### config.mk
export PLATFORM = sky130hd
export DESIGN_NAME = fb_spi_writer
export DESIGN_NICKNAME = d
export VERILOG_FILES = /design/src/rtl/fb_spi_pkg.sv /design/src/rtl/fb_spi_writer_bit_sync.sv /design/src/rtl/fb_spi_writer.sv
export SDC_FILE = /design/constraint.sdc
export NUM_CORES = 1
export LEC_CHECK = 0
export BUFFER_PORTS_ARGS = -buffer_cell sky130_fd_sc_hd__buf_2
export CORE_MARGIN = 4
export CORE_UTILIZATION = 35
export DETAILED_ROUTE_END_ITERATION = 16
export HOLD_SLACK_MARGIN = 0.06
export PLACE_DENSITY = 0.55
export SLEW_MARGIN = 10
export SYNTH_ARGS = -nofsm -noshare
export SYNTH_HDL_FRONTEND = slang
export SYNTH_SLANG_ARGS = --single-unit
### constraint.sdc
create_clock -name clk -period 2.7 [get_ports clk]
set_input_delay 0.135 -clock clk [delete_from_list [all_inputs] [get_ports clk]]
set_output_delay 0.135 -clock clk [all_outputs]
set_load 0.01 [all_outputs]
### src/rtl/fb_spi_pkg.sv
// fb_spi_pkg: opcodes, parser states and STATUS byte layout for the SPI framebuffer writer.
package fb_spi_pkg;
  typedef enum logic [7:0] {
    CMD_WRITE_RGB = 8'h01,
    CMD_WRITE_PAL = 8'h02,
    CMD_READ_RGB  = 8'h03,
    CMD_STATUS    = 8'h04
  } cmd_e;
  typedef enum logic [2:0] {
    S_IDLE, S_ADDR, S_WDATA, S_RDATA, S_PIDX, S_PDATA, S_DISCARD
  } state_e;
  localparam int FRAME_PIXELS_DEFAULT = 76800;
  localparam int STAT_VBLANK = 7;
  localparam int STAT_HBLANK = 6;
  localparam int STAT_ERR    = 0;
  function automatic logic [7:0] status_byte(input logic vb, input logic hb, input logic e);
    logic [7:0] s;
    s = '0;
    s[STAT_VBLANK] = vb;
    s[STAT_HBLANK] = hb;
    s[STAT_ERR]    = e;
    return s;
  endfunction
endpackage

### src/rtl/fb_spi_writer_bit_sync.sv
// bit_sync: multi-flop synchronizer bringing a single flag into the clk domain.
module bit_sync #(
  parameter int STAGES = 2
) (
  input  logic clk,
  input  logic rst_n,
  input  logic d,
  output logic q
);
  logic [STAGES-1:0] sh;
  always_ff @(posedge clk or negedge rst_n)
    if (!rst_n) sh <= '0;
    else sh <= STAGES'({sh, d});
  assign q = sh[STAGES-1];
endmodule

### src/rtl/fb_spi_writer.sv
// fb_spi_writer: parses the MCU SPI byte stream into framebuffer/palette accesses and status reads.
module fb_spi_writer
  import fb_spi_pkg::*;
#(
  parameter int FRAME_PIXELS = FRAME_PIXELS_DEFAULT,
  parameter int SYNC_STAGES  = 2
) (
  input  logic        clk,
  input  logic        rst_n,
  input  logic        frame_start,
  input  logic        rx_valid,
  input  logic [7:0]  rx_byte,
  output logic [7:0]  tx_byte,
  output logic [16:0] rgb_addr,
  output logic [7:0]  rgb_wdata,
  output logic        wren_rgb,
  input  logic [7:0]  rgb_rdata,
  output logic [7:0]  palette_addr,
  output logic [23:0] palette_wdata,
  output logic        wren_palette,
  input  logic        hblank_async,
  input  logic        vblank_async
);
  localparam logic [16:0] LAST = 17'(FRAME_PIXELS - 1);
  state_e      state;
  logic [1:0]  cnt;
  logic        is_read;
  logic        err;
  logic [16:0] addr;
  logic [7:0]  red;
  logic [7:0]  green;
  logic [1:0]  rd_pipe;
  logic        hblank_s;
  logic        vblank_s;
  logic [16:0] addr_full;
  logic [16:0] addr_inc;
  bit_sync #(.STAGES(SYNC_STAGES)) u_hsync (.clk(clk), .rst_n(rst_n), .d(hblank_async), .q(hblank_s));
  bit_sync #(.STAGES(SYNC_STAGES)) u_vsync (.clk(clk), .rst_n(rst_n), .d(vblank_async), .q(vblank_s));
  // Shifting address bytes through 17 bits drops bits [23:17] for free.
  assign addr_full = {addr[8:0], rx_byte};
  assign addr_inc  = (addr == LAST) ? '0 : addr + 17'd1;
  assign rgb_addr  = addr;
  always_ff @(posedge clk or negedge rst_n) begin
    if (!rst_n) begin
      state         <= S_IDLE;
      cnt           <= '0;
      is_read       <= 1'b0;
      err           <= 1'b0;
      addr          <= '0;
      red           <= '0;
      green         <= '0;
      rd_pipe       <= '0;
      tx_byte       <= '0;
      rgb_wdata     <= '0;
      wren_rgb      <= 1'b0;
      palette_addr  <= '0;
      palette_wdata <= '0;
      wren_palette  <= 1'b0;
    end else begin
      wren_rgb     <= 1'b0;
      wren_palette <= 1'b0;
      // Read pipe: address out, RAM registers, then capture into tx_byte.
      rd_pipe      <= {rd_pipe[0], 1'b0};
      if (rd_pipe[1]) tx_byte <= rgb_rdata;
      if (wren_rgb) addr <= addr_inc;
      if (wren_palette) palette_addr <= palette_addr + 8'd1;
      if (frame_start) begin
        state <= S_IDLE;
        cnt   <= '0;
      end else if (rx_valid) begin
        case (state)
          S_IDLE: begin
            cnt <= '0;
            case (rx_byte)
              CMD_WRITE_RGB: begin state <= S_ADDR; is_read <= 1'b0; end
              CMD_READ_RGB:  begin state <= S_ADDR; is_read <= 1'b1; end
              CMD_WRITE_PAL: state <= S_PIDX;
              CMD_STATUS: begin
                tx_byte <= status_byte(vblank_s, hblank_s, err);
                err     <= 1'b0;
                state   <= S_DISCARD;
              end
              default: begin err <= 1'b1; state <= S_DISCARD; end
            endcase
          end
          S_ADDR: begin
            if (cnt == 2'd2) begin
              addr       <= (addr_full > LAST) ? '0 : addr_full;
              err        <= err | (addr_full > LAST);
              state      <= is_read ? S_RDATA : S_WDATA;
              rd_pipe[0] <= is_read;
              cnt        <= '0;
            end else begin
              addr <= addr_full;
              cnt  <= cnt + 2'd1;
            end
          end
          S_WDATA: begin
            rgb_wdata <= rx_byte;
            wren_rgb  <= 1'b1;
          end
          S_RDATA: begin
            addr       <= addr_inc;
            rd_pipe[0] <= 1'b1;
          end
          S_PIDX: begin
            palette_addr <= rx_byte;
            state        <= S_PDATA;
            cnt          <= '0;
          end
          S_PDATA: begin
            if (cnt == 2'd0) red <= rx_byte;
            if (cnt == 2'd1) green <= rx_byte;
            if (cnt == 2'd2) begin
              palette_wdata <= {red, green, rx_byte};
              wren_palette  <= 1'b1;
            end
            cnt <= (cnt == 2'd2) ? 2'd0 : cnt + 2'd1;
          end
          S_DISCARD: state <= S_DISCARD;
          default: state <= S_IDLE;
        endcase
      end
    end
  end
endmodule

== Word level (Yosys, flattened, before mapping) ==
Cells that the tools add are included.
W data, S select, Z words.
Storage, ports and cells
  flip-flop bits (word level): 96
  output and inout port bits: 67
  logic and storage cells: 99
Cells by class
  add/subtract/negate cells: 3
  $lt $le $gt $ge: 1
  eq/ne operators: 17
  mux-type cells: 41
  bitwise gates (word level): 2
  reductions and logical operators: 19
Operators with widths (count)
  $mux W17: 6
  $mux W8: 9
  $pmux W17 S2: 1
  $add A17 B1 Y17 const B: 1
  $eq A17 B17 Y1 const B: 1
  $gt A17 B17 Y1 const B: 1
  $eq A8 B2 Y1 const B: 2
  $reduce_and A4 Y1: 4
  $pmux W3 S5: 1
  $mux W1: 12
  $eq A3 B3 Y1 const B: 3
  $mux W3: 3
  $add A8 B1 Y8 const B: 1
  $eq A8 B1 Y1 const B: 1
  $eq A8 B3 Y1 const B: 1
  $pmux W1 S2: 4
  $eq A3 B2 Y1 const B: 2
  $mux W2: 3
  $pmux W3 S2: 1
  $reduce_and A3 Y1: 2
  $reduce_bool A2 Y1: 3
  $reduce_or A2 Y1: 3
  $reduce_or A3 Y1: 2
  $reduce_and A5 Y1: 1
  14 further kinds: 15

== Logic depth before layout (Yosys ltp) ==
  depth after elaboration: 6
  depth in mapped cells: 7
  mapped depth without buffers: 6

== By module ==
Synthesis repeated with hierarchy kept, for this count alone.
Unflattened totals
  cell total of the unflattened synthesis: 436
  area total of the unflattened synthesis: 4899.7 um^2
By module, submodules not included
  fb_spi_writer: instances 1, cells an instance 432, area an instance 4799.6 um^2, seq. area each 2302.2 um^2
  bit_sync: instances 2, cells an instance 2, area an instance 50.0 um^2, seq. area each 50.0 um^2

== Worst setup path before layout ==
Ideal clock, no wire load.
  path kind: flip-flop to flip-flop
  start point: reg addr[0], in the netlist rgb_addr[0]
  end point: reg addr[12], in the netlist rgb_addr[12]
  library setup time: 130 ps
  arrival time: 1871 ps
  path slack: 699 ps
  cell stages (with the launch flop): 8
  clock period less this slack: 2001 ps
  path through: dfrtp_1 ha_1 nand4_2 nor4_2 buf_2 o21ai_0 a221oi_1 a21oi_1
Between the ends
  cells in the longest elaborated chain, start to end: 6
  elaborated cells on any way between the ends: 10
  those cells by class: 1 x add/sub; 1 x order compare; 1 x eq/ne; 7 x mux
RTL lines
  start, declared: line fb_spi_writer.sv:29  | logic [16:0] addr;
  start signal, assigned: line fb_spi_writer.sv:65  | if (wren_rgb) addr <= addr_inc;
  start signal, assigned: line fb_spi_writer.sv:88  | addr <= (addr_full > LAST) ? '0 : addr_full;
  start signal, assigned: line fb_spi_writer.sv:94  | addr <= addr_full;
  $add A17 B1 Y17 (tied with other cells): line fb_spi_writer.sv:41  | assign addr_inc = (addr == LAST) ? '0 : addr + 17'd1;
  $mux W17, on equally long branches: line fb_spi_writer.sv:41, fb_spi_writer.sv:88
  $mux W17, on equally long branches: line fb_spi_writer.sv:65, fb_spi_writer.sv:87
  $pmux W17 S2: line fb_spi_writer.sv:71  | case (state)
  $mux W17: line fb_spi_writer.sv:70  | end else if (rx_valid) begin
  $mux W17 (*): line fb_spi_writer.sv:67  | if (frame_start) begin
Every way passes the cells marked *; elsewhere a longest branch is shown, timed or not.
A chain may end at the register's enable or synchronous reset.

== Worst setup path after layout ==
  start point: reg addr[0], in the netlist rgb_addr[0]
  end point: reg addr[7], in the netlist rgb_addr[7]
The elaborated chain is that of the path after synthesis.

==> flow_metrics.tcl <==
set metrics [dict create \
    die_h_um 125 \
    cts_tree "yes" \
    synthFlopType "dfrtp_1" \
    vias 3868 \
    drive_gt1_share_pct 33.0 \
    fin_tns_setup_ns 0 \
    setup_ws_ns 0.445 \
    synth_top_area_cell "dfrtp_1" \
    swShare_pct 32.3 \
    start_kind "register" \
    crit_arrival_ns 2.48 \
    yosysMostFrequentCell "dfrtp_1" \
    ant_nets 0 \
    hpwl_um 8800 \
    dr.pass1.iters 5 \
    switchingPower_mw 1.42 \
    ioPinCount 89 \
    power_density_nw_per_um2 751 \
    timing.final.crit_share_pct 83.5 \
    whs_ns 0.101 \
    seqPwrFrac_pct 46.2 \
    whs_path_depth 2 \
    wl_per_cell_um 18.2 \
    dpl_worst_slack_ns 0.507 \
    synth_seq_cells 96 \
    tightest_slew_ns 0.692 \
    syn_to_final_growth_pct 21.5 \
    finalSetupViolCount 0 \
    end_kind "register" \
    status "finished clean" \
    final_cells 718 \
    antenna_found_initial 0 \
    coreArea_um2 13400 \
    power_mw 4.41 \
    finClkSkew_ns 0.0101 \
    p_clk_share_pct 32.4 \
    drtIter0Drc 252 \
    synthArstFlopShare_pct 100 \
    drv_cap 0 \
    place_area_um2 5460 \
    port_buffers 88 \
    antenna_cells 0 \
    fin_util_pct 43.8 \
    design_area_um2 5870 \
    worstPathRequired_ns 2.93 \
    max_freq_mhz 443 \
    path_class "reg -> reg" \
    syn-mean-instance-area_um2 10.8 \
    grt_max_degree 51 \
    vias_per_cell 5.39 \
    drv_slew 0 \
    hold_path.class "in -> reg" \
    finalCriticalPeriod_ns 2.26 \
    syn_nets 472 \
    synth_edf_count 0 \
    synth_cells 448 \
    cp_max_fo 12 \
    clk_latency_ns 0.35 \
    num_rows 42 \
    cts_buffers 9 \
    yosys.area.top_type_share_pct 49.8 \
    grt.total_usage_pct 17.1 \
    cts_root_buf "clkbuf_16" \
    yosys.cell_types.count 57 \
    hold_viol_final 0 \
    die_width_um 125 \
    route.detailed.drc 0 \
    maxSlewHeadroom_pct 53.8 \
    p_int_mw 2.98 \
    path_clk_slew_ns 0.07 \
    routed_wirelength_um 13100 \
    gr-total-overflow 0 \
    clk_path_buf_depth 2 \
    dieArea_um2 15700 \
    gp_congestion 0.822 \
    ys_top_cells_by_area "dfrtp_1 50%, mux2_2 11%, o21ai_0 3.4%" \
    htree_levels 3 \
    reg2reg_depth 7 \
    first_global_vias 3937 \
    grt_first_pass_wirelength_um 21500 \
    p_leak_nw 2.70 \
    placed_cells 695 \
    ys_seq_area_share_pct 49.8 \
    synth_common_cells "96 x dfrtp_1, 49 x mux2_2, 34 x nand2_1, 33 x o21ai_0, 30 x nor2_1" \
    ir_worst_vdd_mv 0.374 \
    cts_sinks 96 \
    start_util_pct 36.0 \
    rsz0062_at_grt "no" \
    fin_nets 562 \
    ys_warn_count 0 \
    power_frac_comb_pct 21.4 \
    syn-cell-area_um2 4830 \
]
==> power groups by stage <==
| stage | logic [mW] | registers, mW | clock network [mW] |
|---|---|---|---|
| 2_1_floorplan | 0.610 | 1.98 | 0 |
| 3_3_place_gp | 0.934 | 2.04 | 0 |
| 3_5_place_dp | 0.946 | 2.05 | 0 |
| 4_1_cts | 0.957 | 2.03 | 1.47 |
| 5_1_grt | 1.05 | 2.08 | 1.52 |
| 6_report | 0.944 | 2.04 | 1.43 |
==> cell families (layout without fill, tap and decap cells) <==
logic type,Yosys count,after routing,share of synthesized area (%)
AOI/OAI and AO/OA,95,95,12.8
xor gates and xnor gates,18,18,3.27
adders and majority gates,2,2,0.518
buffers and inverters,35,129,3.42
DFF,96,96,49.8
muxes,60,60,13.7
and+or+nand+nor,142,142,16.6
==> repair_timing <==
item                      in CTS  in global routing
buffers inserted               0                  0
hold endpoints to repair      53                  0
gates resized for setup        0                  0
hold buffers                   8                  0
==> path summary, 6_finish.rpt <==
path	slack [ns]	from	endpoint
max	0.44	rgb_addr[0]	rgb_addr[7]
min	0.10	frame_start	cnt[1]
max reg2reg	0.44	rgb_addr[0]	rgb_addr[7]
min reg2reg	0.35	u_vsync.sh[0]	u_vsync.sh[1]
max in group asynchronous	1.64	rst_n	palette_wdata[21]
min in group asynchronous	0.34	rst_n	palette_addr[5]
==> metal layers <==
layer | global-route usage (%) | up-vias | routed length, um
met5 | 0 | - | 0
met3 | 4.31 | 14 | 962
met1 | 23.1 | 1893 | 5960
li1 | - | 1811 | -
met2 | 26.6 | 150 | 5930
met4 | 6.12 | 0 | 206
==> registers in the layout, indices dropped and copies added, names as in the netlist <==
register       cells
u_hsync.sh         2
green              8
rgb_wdata          8
wren_palette       1
state              3
cnt                2
palette_wdata     24
tx_byte            8
u_vsync.sh         2
rgb_addr          17
palette_addr       8
red                8
err                1
rd_pipe            2
wren_rgb           1
is_read            1
==> worst max-delay path: stages, from the launching register on <==
cell,delay (ns)
dfrtp_1,0.48
ha_1,0.27
nand4_2,0.25
nor4_2,0.31
buf_4,0.23
nor2b_1,0.18
a221oi_1,0.34
a21oi_1,0.07
==> cell usage in the layout (no fill, tap or decap), types with 3 or more instances in the layout <==
| cell | instances |
|---|---|
| mux2_2 | 49 |
| o21ai_0 | 33 |
| nand4b_1 | 3 |
| nor2b_1 | 9 |
| o22ai_1 | 4 |
| nand3_1 | 11 |
| nor3_1 | 5 |
| xor2_1 | 12 |
| and2_1 | 4 |
| buf_4 | 12 |
| a221oi_1 | 7 |
| nand4_1 | 11 |
| a31oi_1 | 5 |
| nor2_1 | 30 |
| nand2_1 | 34 |
| xnor2_1 | 6 |
| dfrtp_1 | 96 |
| inv_1 | 6 |
| mux2i_1 | 11 |
| a21oi_1 | 22 |
| dlygate4sd3_1 | 8 |
| nor4_1 | 10 |
| buf_2 | 87 |
| o31ai_1 | 3 |
| clkbuf_16 | 9 |
| nand4bb_1 | 5 |
==> final cells by class <==
cell class	instances	area [um2]
inverter	6	22.5
sequential	96	2400
clock inverter	4	77.6
multi-input combinational	317	2270
tap	176	220
timing repair buffer	108	626
fill	1294	7530
clock buffer	11	253
No activity file was read; power rests on OpenSTA's default activity.
